$ cat config.mk
export PLATFORM = sky130hd
export DESIGN_NAME = cam_stream_capture
export DESIGN_NICKNAME = d
export VERILOG_FILES = /design/src/rtl/cam_stream_pkg.sv /design/src/rtl/cam_stream_fifo.sv /design/src/rtl/cam_stream_capture.sv
export SDC_FILE = /design/constraint.sdc
export NUM_CORES = 1
export LEC_CHECK = 0
export CAP_MARGIN = 15
export CORE_MARGIN = 10
export CORE_UTILIZATION = 55
export DETAILED_ROUTE_END_ITERATION = 16
export PLACE_DENSITY = 0.78
export SYNTH_ARGS = -nofsm -noshare
export SYNTH_HDL_FRONTEND = slang
export SYNTH_SLANG_ARGS = --single-unit
export TNS_END_PERCENT = 20
$ cat constraint.sdc
create_clock -name clk -period 4.4 [get_ports clk]
set_input_delay 0.66 -clock clk [delete_from_list [all_inputs] [get_ports clk]]
set_output_delay 0.66 -clock clk [all_outputs]
set_load 0.01 [all_outputs]
$ cat src/rtl/cam_stream_pkg.sv
// Shared types and helpers for the camera stream capture block.
package cam_stream_pkg;

    typedef enum logic [2:0] {
        WAIT_VS,
        WAIT_SOF,
        LINE_IDLE,
        CAPTURE,
        DROP
    } cap_state_t;

    // Per-pixel sideband stored next to the pixel data in every FIFO entry.
    typedef struct packed {
        logic sof;
        logic eol;
    } pix_tag_t;

    function automatic int pixel_width(input int din_w, input int bytes_per_pixel);
        return din_w * bytes_per_pixel;
    endfunction

endpackage

$ cat src/rtl/cam_stream_fifo.sv
// Synchronous first-word-fall-through FIFO: the head entry is visible on rd_data
// whenever empty is low. A write into a full FIFO is accepted only alongside a read.
module cam_stream_fifo #(
    parameter int WIDTH = 8,
    parameter int DEPTH = 16
) (
    input  logic                   clk,
    input  logic                   reset,
    input  logic                   wr_en,
    input  logic [WIDTH-1:0]       wr_data,
    input  logic                   rd_en,
    output logic [WIDTH-1:0]       rd_data,
    output logic                   full,
    output logic                   empty,
    output logic [$clog2(DEPTH):0] count
);
    localparam int AW = $clog2(DEPTH);

    logic [WIDTH-1:0] mem [DEPTH];
    logic [AW-1:0]    wr_ptr;
    logic [AW-1:0]    rd_ptr;
    logic             do_wr;
    logic             do_rd;

    assign full    = (count == (AW+1)'(DEPTH));
    assign empty   = (count == '0);
    assign do_rd   = rd_en && !empty;
    assign do_wr   = wr_en && (!full || do_rd);
    assign rd_data = mem[rd_ptr];

    // NOTE: storage is not reset; count and pointers decide what is valid, and a
    // reset-free array can map onto distributed/block RAM.
    always_ff @(posedge clk) begin
        if (do_wr) mem[wr_ptr] <= wr_data;
    end

    // NOTE: sequential state uses non-blocking assignments so every register
    // samples pre-edge values regardless of statement order.
    always_ff @(posedge clk) begin
        if (reset) begin
            wr_ptr <= '0;
            rd_ptr <= '0;
            count  <= '0;
        end else begin
            if (do_wr) wr_ptr <= wr_ptr + AW'(1);
            if (do_rd) rd_ptr <= rd_ptr + AW'(1);
            case ({do_wr, do_rd})
                2'b10:   count <= count + (AW+1)'(1);
                2'b01:   count <= count - (AW+1)'(1);
                default: count <= count;
            endcase
        end
    end

endmodule

$ cat src/rtl/cam_stream_capture.sv
// Camera byte-bus capture to AXI4-Stream pixels (tuser = SOF, tlast = EOL), FIFO-buffered.
// Build macro CAM_STREAM_STATS_EN adds per-frame line/pixel statistics outputs.
module cam_stream_capture
    import cam_stream_pkg::*;
#(
    parameter int DIN_W           = 8,
    parameter int BYTES_PER_PIXEL = 2,
    parameter int FIFO_DEPTH      = 16,
    parameter int CNT_W           = 12
) (
    input  logic                             clk,
    input  logic                             reset,
    input  logic [DIN_W-1:0]                 din,
    input  logic                             href,
    input  logic                             vsync,
    input  logic                             enable,
    input  logic                             ovf_clear,
    output logic [DIN_W*BYTES_PER_PIXEL-1:0] m_tdata,
    output logic                             m_tvalid,
    input  logic                             m_tready,
    output logic                             m_tuser,
    output logic                             m_tlast,
    output logic                             overflow,
    output logic                             frame_done
`ifdef CAM_STREAM_STATS_EN
    ,
    output logic [CNT_W-1:0]                 line_count,
    output logic [CNT_W-1:0]                 pixels_per_line,
    output logic                             line_len_err
`endif
);
    localparam int         PIX_W    = pixel_width(DIN_W, BYTES_PER_PIXEL);
    localparam logic [1:0] LAST_IDX = 2'(BYTES_PER_PIXEL - 1);

    typedef struct packed {
        pix_tag_t         tag;
        logic [PIX_W-1:0] data;
    } fifo_entry_t;

    logic [DIN_W-1:0] d_r;
    logic             href_r, vs_r, href_q, vs_q;
    logic             vs_rise, vs_fall, href_rise;
    cap_state_t       state, state_n;
    logic             cap, line_start, line_end, fd_pulse, arm_sof;
    logic             pix_done, push_req, drop, pop;
    logic             fifo_full, fifo_empty;
    logic [1:0]       byte_idx, idx_cur;
    logic [PIX_W-1:0] asm_n, hold_data;
    logic             hold_valid, hold_sof, sof_r;
    fifo_entry_t      push_entry, head_entry;

    always_ff @(posedge clk) begin
        if (reset) begin
            d_r    <= '0;
            href_r <= 1'b0;
            vs_r   <= 1'b0;
            href_q <= 1'b0;
            vs_q   <= 1'b0;
        end else begin
            d_r    <= din;
            href_r <= href;
            vs_r   <= vsync;
            href_q <= href_r;
            vs_q   <= vs_r;
        end
    end

    assign vs_rise   = vs_r && !vs_q;
    assign vs_fall   = !vs_r && vs_q;
    assign href_rise = href_r && !href_q;

    always_ff @(posedge clk) begin
        if (reset) state <= WAIT_VS;
        else       state <= state_n;
    end

    // NOTE: every signal gets a default first so no path through the case leaves
    // one unassigned, which would infer a latch.
    always_comb begin
        state_n    = state;
        cap        = 1'b0;
        line_start = 1'b0;
        line_end   = 1'b0;
        fd_pulse   = 1'b0;
        arm_sof    = 1'b0;
        unique case (state)
            WAIT_VS: if (vs_r) state_n = WAIT_SOF;
            WAIT_SOF, DROP: begin
                if (vs_fall) begin
                    if (enable) begin
                        state_n = LINE_IDLE;
                        arm_sof = 1'b1;
                    end else begin
                        state_n = WAIT_VS;
                    end
                end
            end
            LINE_IDLE: begin
                if (vs_rise) begin
                    state_n  = WAIT_SOF;
                    fd_pulse = 1'b1;
                end else if (href_rise) begin
                    state_n    = CAPTURE;
                    line_start = 1'b1;
                    cap        = 1'b1;
                end
            end
            CAPTURE: begin
                if (vs_rise) begin
                    state_n  = WAIT_SOF;
                    fd_pulse = 1'b1;
                    line_end = 1'b1;
                end else if (!href_r) begin
                    state_n  = LINE_IDLE;
                    line_end = 1'b1;
                end else begin
                    cap = 1'b1;
                end
            end
            default: state_n = WAIT_VS;
        endcase
        // The first byte of a line arrives on the href rising cycle itself.
        idx_cur  = line_start ? 2'd0 : byte_idx;
        pix_done = cap && (idx_cur == LAST_IDX);
        push_req = hold_valid && (pix_done || line_end);
        drop     = push_req && fifo_full && !pop;
        if (drop) state_n = DROP;
    end

    generate
        if (BYTES_PER_PIXEL == 1) begin : g_single
            assign asm_n = d_r;
        end else begin : g_multi
            logic [PIX_W-DIN_W-1:0] asm_r;
            assign asm_n = {asm_r, d_r};
            always_ff @(posedge clk) begin
                if (reset)    asm_r <= '0;
                else if (cap) asm_r <= asm_n[PIX_W-DIN_W-1:0];
            end
        end
    endgenerate

    always_ff @(posedge clk) begin
        if (reset) begin
            byte_idx   <= 2'd0;
            hold_valid <= 1'b0;
            hold_sof   <= 1'b0;
            hold_data  <= '0;
            sof_r      <= 1'b0;
            overflow   <= 1'b0;
            frame_done <= 1'b0;
        end else begin
            if (cap) byte_idx <= pix_done ? 2'd0 : idx_cur + 2'd1;
            if (arm_sof) sof_r <= 1'b1;
            if (pix_done && !drop) begin
                hold_valid <= 1'b1;
                hold_data  <= asm_n;
                hold_sof   <= sof_r;
                sof_r      <= 1'b0;
            end else if (drop || line_end) begin
                hold_valid <= 1'b0;
            end
            frame_done <= fd_pulse && !drop;
            if (ovf_clear) overflow <= 1'b0;
            if (drop)      overflow <= 1'b1;
        end
    end

    assign push_entry = '{tag: '{sof: hold_sof, eol: line_end}, data: hold_data};

    cam_stream_fifo #(
        .WIDTH ($bits(fifo_entry_t)),
        .DEPTH (FIFO_DEPTH)
    ) u_fifo (
        .clk     (clk),
        .reset   (reset),
        .wr_en   (push_req && !drop),
        .wr_data (push_entry),
        .rd_en   (pop),
        .rd_data (head_entry),
        .full    (fifo_full),
        .empty   (fifo_empty),
        .count   ()
    );

    assign m_tvalid = !fifo_empty;
    assign pop      = m_tvalid && m_tready;
    assign m_tdata  = m_tvalid ? head_entry.data : '0;
    assign m_tuser  = m_tvalid && head_entry.tag.sof;
    assign m_tlast  = m_tvalid && head_entry.tag.eol;

`ifdef CAM_STREAM_STATS_EN
    logic [CNT_W-1:0] pix_cnt, pix_base, pix_cnt_n;
    logic [CNT_W-1:0] line_cnt, line_cnt_n;
    logic [CNT_W-1:0] first_len, last_len, last_len_n;
    logic             first_seen;

    always_comb begin
        pix_base   = line_start ? '0 : pix_cnt;
        pix_cnt_n  = (pix_done && pix_base != '1) ? pix_base + CNT_W'(1) : pix_base;
        line_cnt_n = (line_end && line_cnt != '1) ? line_cnt + CNT_W'(1) : line_cnt;
        last_len_n = line_end ? pix_cnt : last_len;
    end

    always_ff @(posedge clk) begin
        if (reset) begin
            pix_cnt         <= '0;
            line_cnt        <= '0;
            first_len       <= '0;
            last_len        <= '0;
            first_seen      <= 1'b0;
            line_count      <= '0;
            pixels_per_line <= '0;
            line_len_err    <= 1'b0;
        end else begin
            pix_cnt  <= pix_cnt_n;
            last_len <= last_len_n;
            line_cnt <= arm_sof ? '0 : line_cnt_n;
            if (arm_sof)       first_seen <= 1'b0;
            else if (line_end) first_seen <= 1'b1;
            if (line_end && !first_seen) first_len <= pix_cnt;
            if (ovf_clear) line_len_err <= 1'b0;
            if (line_end && first_seen && pix_cnt != first_len) line_len_err <= 1'b1;
            if (fd_pulse && !drop) begin
                line_count      <= line_cnt_n;
                pixels_per_line <= last_len_n;
            end
        end
    end
`endif

endmodule
==> results by group, run 1 <==
Power
  • Sw Pwr: 1330 uW
  • Leakage: 0.00483 uW
  • Switching share of total power: 19.5%
  • Clk network pwr share: 43.5%
  • Sequential share of power: 52.7%
  • VDD IR max: 289 uV
  • Pwr Density: 432 nW/um^2
  • P_int: 5480 uW
  • Logic gate share of total power: 3.8%

Global route
  • GRT Overall Usage: 17.9%
  • Busiest layer in global routing: met2
  • Met2 Usage GRT: 29.3%
  • Grt total ovfl: 0
  • Antenna violations before repair: 0
  • Largest net degree at the start of global routing: 62
  • Grt met3 use: 3.45%
  • M1 GR Usage: 24.0%
  • Vias in the first global route: 7339
  • First-pass GRT wire length: 43300 um

Layout
  • Layout cells sized above 1: 23.9%
  • Ant. Diodes: 0
  • Filler cell count in the final layout: 1684
  • Area of the multi-input gates: 3690 sq um
  • Reg area: 9920 sq um
  • Layout Cells excl Fill: 1154
  • Syn-to-layout area delta: 14.3%
  • # nets final: 827
  • Final instance area: 15800 sq um
  • Finished Core Util: 64.3%

Critical path
  • CP startpoint kind: flip-flop
  • Worst R2R Start: u_fifo.count[0]
  • Slowest CP cell: mux4_2
  • Worst path cell trace: buf_12 -> mux4_2 -> mux2_2 -> a221o_1 -> clkdlybuf4s50_1
  • Worst path max stage delay: 0.58 ns
  • Crit path kind: flip-flop to output port
  • Reg2reg setup slack: 0.84 ns
  • Worst path required time: 3.74 ns
  • CP max FO: 58
  • Reg2Reg Depth: 11
  • Worst Path Arrival: 3.16 ns
  • Reg2reg end: u_fifo.count[4]
  • Crit. End Element: output port

Clocking
  • CTS root buffer: clkbuf_16
  • Clock transition at the registers of the reported paths: 0.06 ns
  • Setup bufs post-CTS: 0
  • # resized after CTS: 0
  • Worst-Skew Late Latency: 0.51 ns
  • Clock buffer count from CTS: 35
  • # hold bufs at CTS: 0
  • CTS max path bufs: 3
  • H-tree depth: 2
  • Num Clock Sinks: 351
  • CTS tree: done

Die
  • I/O pins: 36
  • Die height: 178 um
  • Starting Density: 56.2%
  • Chip width: 178 um
  • Cell row count: 57
  • Core Area: 24500 sq um
  • Die area: 31800 sq um

Yosys
  • Post-synthesis sequential area ratio: 71.8%
  • #FFs+latches synth: 351
  • Most numerous cell in the Yosys netlist: edfxtp_1
  • Yosys top cell area share: 62.7%
  • Ys async rst share: 0%
  • Area contributors post-synth: edfxtp_1 63%, mux4_2 12%, dfxtp_1 9.1%
  • Cell area after synthesis: 13800 sq um
  • Synth cell count leaders: 288 x edfxtp_1, 72 x mux4_2, 63 x dfxtp_1, 43 x nand2b_1, 39 x nor2_1
  • YS warnings: 0
  • Mapped Cells: 749
  • Main synth FF type: edfxtp_1
  • Number of unique standard cell types used by synthesis: 57
  • Mapped Nets: 772
  • Top cell type by total area after synthesis: edfxtp_1
  • Synthesized area per cell: 18.4 sq um
  • Post-synth EDFFs: 288

Hold path
  • Worst hold path stage count: 1
  • Hold path endpoint: byte_idx[1]
  • Hold Path Origin: byte_idx[1]
  • Hold Crit Class: flip-flop to flip-flop

Placed design
  • PortBufs: 35
  • GP Congestion: 0.759
  • Placed Cells: 1090
  • Area after DPL: 14600 sq um
  • DP HPWL: 16000 um

Flow run
  • Max Cap Viol: 0

Timing
  • Minimum clock period: 3.82 ns
  • Clk_skew: 0.0153 ns
  • WHS: 0.475 ns
  • RSZ-0062 raised after global routing: no
  • Fin crit share: 86.8%
  • Slew headroom: 48.0%
  • # setup viols final: 0
  • Worst Tran Pin Value: 0.776 ns
  • Max-slew violation count: 0
  • Final Hold Vio Count: 0
  • Peak Freq: 262 MHz
  • Setup Total Neg Slack: 0 ns

Route
  • Total number of vias: 7002
  • First DRT Iteration DRCs: 585
  • # DRC: 0
  • Drt wl/cell: 24.2 um
  • Vias/cell: 6.07
  • Drt pass-1 iters: 5
  • Final WL: 27900 um
  • Post-route ant nets: 0

Outcome
  • Status: finished, final reports clean
-- sequential cells by signal, summed over array words and instances (netlist names), 2 cells and up, named ones only --
| register | flops |
|---|---|
| byte_idx | 2 |
| u_fifo.mem | 288 |
| u_fifo.rd_ptr | 4 |
| hold_data | 16 |
| g_multi.asm_r | 8 |
| state | 3 |
| d_r | 8 |
| u_fifo.wr_ptr | 4 |
| u_fifo.count | 5 |
-- placed cells by master, fill, tap and decap left out, types with 24 or more instances in the layout --
master,synthesis,routed
clkdlybuf4s50_1,0,34
mux2i_1,27,27
nor2_1,39,29
dfxtp_1,63,60
edfxtp_1,288,288
nand2b_1,43,43
clkbuf_16,0,38
mux4_2,72,72
nor2b_1,34,34
buf_4,0,24
-- cell families (layout without fill, tap and decap cells) --
family                   Yosys count  in the layout  synth area share (%)
AO/OA/AOI/OAI                     49             49                  2.96
buffers and inverters             53            134                  1.81
flip-flops                       351            351                  71.8
AND/OR/NAND/NOR                  160            160                  6.72
adder cells (fa/ha/maj)            8              8                 0.726
multiplexers                     120            120                  15.5
XOR/XNOR                           8              8                 0.508
-- per-layer routing --
metal	wire length (um)	part of all wire (%)
met5	0	0
met4	521	1.9
met3	1880	6.7
met2	14000	50
met1	11500	41
-- critical path, delay by kind of cell, from the launching register on --
family	cells	cell delay [ns]
AO/OA/AOI/OAI	1	0.32
multiplexers	2	0.86
flip-flops	1	0.53
buffers and inverters	2	0.90
-- through the flow --
stage	worst slack (ns)	total power, uW
after floorplan	1.08	3810
after global placement	0.861	3910
after detailed placement	0.666	3920
after CTS	0.510	6860
after global routing	0.421	7010
final	0.581	6810
-- cell type report --
class,instances,share of cell area [%]
Tap cell,324,2.57
Inverter,10,0.238
Multi-Input combinational cell,345,23.4
Timing Repair Buffer,61,3.59
Sequential cell,351,62.9
Clock inverter,18,1.02
Clock buffer,45,6.32
-- worst max path at each step --
stage                                from              end  slack (ns)  cells past startpoint
after floorplan           u_fifo.count[2]  u_fifo.count[4]        1.08                     15
after global placement           m_tready  u_fifo.count[4]        0.86                     11
after detailed placement         m_tready  u_fifo.count[4]        0.67                     11
after CTS                       flip-flop       m_tdata[5]        0.51                      5
after global routing            flip-flop      m_tdata[11]        0.42                      5
final                           flip-flop       m_tdata[5]        0.58                      5
-- power groups by stage --
stage          Sequential (uW)  Combinational (uW)  Clock [uW]
2_1_floorplan             3630                 181           0
3_3_place_gp              3660                 257           0
3_5_place_dp              3660                 262           0
4_1_cts                   3590                 265        3000
5_1_grt                   3590                 278        3140
6_report                  3590                 260        2960
(Power assumes the default switching activity.)
==> run 2, diff against run 1 <==
Settings changed: CORE_MARGIN 10 to 5.
==> run 2 against run 1 <==
Sequential share of layout area shrank 0.17 points. Worst hold slack lost 0.0019 ns. Routed wire length grew 3.6%. Combinational power grew 7%. Non-clock buffer count grew 2. Count of clock-buffer cells in the layout grew 1. Global-route usage grew 3.0 points. Total power grew 0.69%. Sequential power is essentially flat. Largest cell class unchanged.
==> results by group, run 2 (synthesis results as in run 1) <==
Outcome
  • Status: finished, final reports clean

Timing
  • Minimum clock period: 3.86 ns (+0.0423 ns)
  • Clk_skew: 0.0189 ns (+0.00352 ns)
  • Peak Freq: 259 MHz (-1.1%)
  • # setup viols final: 0 (unchanged)
  • Fin crit share: 87.7% (+0.96 points)
  • Setup Total Neg Slack: 0 ns (unchanged)
  • WHS: 0.473 ns (-0.00193 ns)
  • RSZ-0062 raised after global routing: no
  • Slew headroom: 44.8% (-3.2 points)
  • Worst Tran Pin Value: 0.824 ns (+0.0475 ns)
  • Final Hold Vio Count: 0 (unchanged)
  • Max-slew violation count: 0 (unchanged)

Route
  • Final WL: 28900 um (+3.6%)
  • Post-route ant nets: 0 (unchanged)
  • Total number of vias: 7172 (+2.4%)
  • Drt wl/cell: 24.9 um (+2.8%)
  • # DRC: 0 (unchanged)
  • Drt pass-1 iters: 5 (unchanged)
  • Vias/cell: 6.17 (+1.6%)
  • First DRT Iteration DRCs: 601 (+2.7%)

Power
  • Pwr Density: 433 nW/um^2 (+0.42%)
  • VDD IR max: 315 uV (+8.8%)
  • Leakage: 0.00485 uW (+0.45%)

Clocking
  • CTS tree: done
  • CTS root buffer: clkbuf_16
  • Clock buffer count from CTS: 36 (+2.9%)
  • Clock transition at the registers of the reported paths: 0.06 ns (about the same)
  • H-tree depth: 2 (unchanged)
  • Worst-Skew Late Latency: 0.51 ns (about the same)
  • Num Clock Sinks: 351 (unchanged)
  • # hold bufs at CTS: 0 (unchanged)
  • Setup bufs post-CTS: 0 (unchanged)
  • CTS max path bufs: 3 (unchanged)
  • # resized after CTS: 0 (unchanged)

Global route
  • Grt total ovfl: 0 (unchanged)
  • M1 GR Usage: 28.2% (+4.2 points)
  • Met2 Usage GRT: 35.3% (+6.0 points)
  • Vias in the first global route: 7409 (+0.95%)
  • First-pass GRT wire length: 44600 um (+3.1%)
  • Busiest layer in global routing: met2
  • Grt met3 use: 3.59% (+0.15 points)
  • GRT Overall Usage: 20.8% (+3.0 points)
  • Antenna violations before repair: 0 (unchanged)
  • Largest net degree at the start of global routing: 46 (-26%)

Critical path
  • Crit path kind: flip-flop to output port
  • Worst path required time: 3.74 ns (about the same)
  • Worst path max stage delay: 0.69 ns (+0.11 ns)
  • Critical path buffer and inverter count: 1 (-1)
  • Slowest CP cell: o211ai_4
  • Worst path cell trace: or4_4 -> o211ai_4 -> nor2b_1 -> a221o_1 -> clkdlybuf4s50_1
  • CP startpoint kind: flip-flop
  • Worst Path Arrival: 3.20 ns (+0.04 ns)
  • Crit. End Element: output port
  • CP max FO: 18 (-69%)
  • CP delay by family, top: compound AO/OA/AOI/OAI gates

Placed design
  • DP HPWL: 16100 um (+0.64%)
  • GP Congestion: 0.836 (+10%)
  • PortBufs: 35 (unchanged)
  • Placed Cells: 1098 (+0.73%)
  • Area after DPL: 14600 sq um (+0.12%)

Die
  • Die area: 28400 sq um (-11%)
  • Chip width: 168 um (-5.6%)
  • Core Area: 25000 sq um (+1.8%)
  • Cell row count: 58 (+1.8%)
  • Die height: 168 um (-5.6%)
  • Starting Density: 55.3% (-0.97 points)
  • I/O pins: 36 (unchanged)

Layout
  • Layout cells sized above 1: 24.8% (+0.99 points)
  • Max FFs per register: 288 (unchanged)
  • Layout Cells excl Fill: 1163 (+0.78%)
  • Most frequent cells in the layout: 288 x edfxtp_1, 72 x mux4_2, 60 x dfxtp_1, 43 x nand2b_1, 37 x clkbuf_16
  • Reg with most FFs: u_fifo.mem
  • Syn-to-layout area delta: 14.6%
  • # nets final: 830 (+0.36%)
  • Finished Core Util: 63.4% (-0.94 points)
  • Top Registers: u_fifo.mem x288, hold_data x16
  • Ant. Diodes: 0 (unchanged)
  • Commonest non-fill, non-tap cell in the layout: edfxtp_1
  • Final instance area: 15800 sq um (+0.27%)

Hold path
  • Hold Crit Class: flip-flop to flip-flop

Flow run
  • Max Cap Viol: 0 (unchanged)
==> run 2: cell count changes in the layout (fill, tap and decap cells not counted) <==
| cell | delta |
|---|---|
| inv_8 | -1 |
| clkinv_1 | -7 |
| nor2_1 | +2 |
| clkinv_4 | +1 |
| clkbuf_1 | -1 |
| clkinvlp_4 | +3 |
| clkbuf_8 | +3 |
| clkbuf_16 | -1 |
| inv_4 | -1 |
| nor2_2 | -2 |
| clkinv_2 | +5 |
| buf_4 | +2 |
==> run 2: area by class of cell <==
cell class                      instances  area (sq um)
Inverter                               10          37.5
Fill cell                            1669          9150
Clock buffer                           46          1010
Sequential cell                       351          9920
Multi-Input combinational cell        345          3680
Timing Repair Buffer                   63           581
Tap cell                              330           413
Clock inverter                         18           174
==> run 2: stage by stage <==
stage	total power, uW	worst slack (ns)
2_1_floorplan	3810	1.08
3_3_place_gp	3920	0.846
3_5_place_dp	3920	0.662
4_1_cts	6900	0.504
5_1_grt	7070	0.391
6_report	6850	0.539
==> run 2: tightest hold or removal path, stage by stage, from the launching register on <==
cell      delay, ns
dfxtp_1        0.31
nand2b_1       0.06
mux2i_1        0.06
==> run 2: worst paths after layout <==
kind	startpoint	end	slack [ns]	cells after the start
max	u_fifo.count[0]	m_tdata[8]	0.54	5
min	g_multi.asm_r[7]	hold_data[15]	0.47	2
max reg2reg	u_fifo.count[0]	u_fifo.count[4]	0.81	11
min reg2reg	g_multi.asm_r[7]	hold_data[15]	0.47	2
==> run 2: power by group <==
group	switching (uW)	internal, uW
Combinational	129	150
Sequential	17.1	3550
Clock	1210	1800
Total	1350	5500
==> run 2: per-layer routing <==
layer | wire length [um] | vias up | part of all wire (%)
met5 | 0 | - | 0
met4 | 734 | 0 | 2.5
li1 | - | 3062 | -
met3 | 2110 | 69 | 7.3
met2 | 14800 | 356 | 51
met1 | 11300 | 3685 | 39
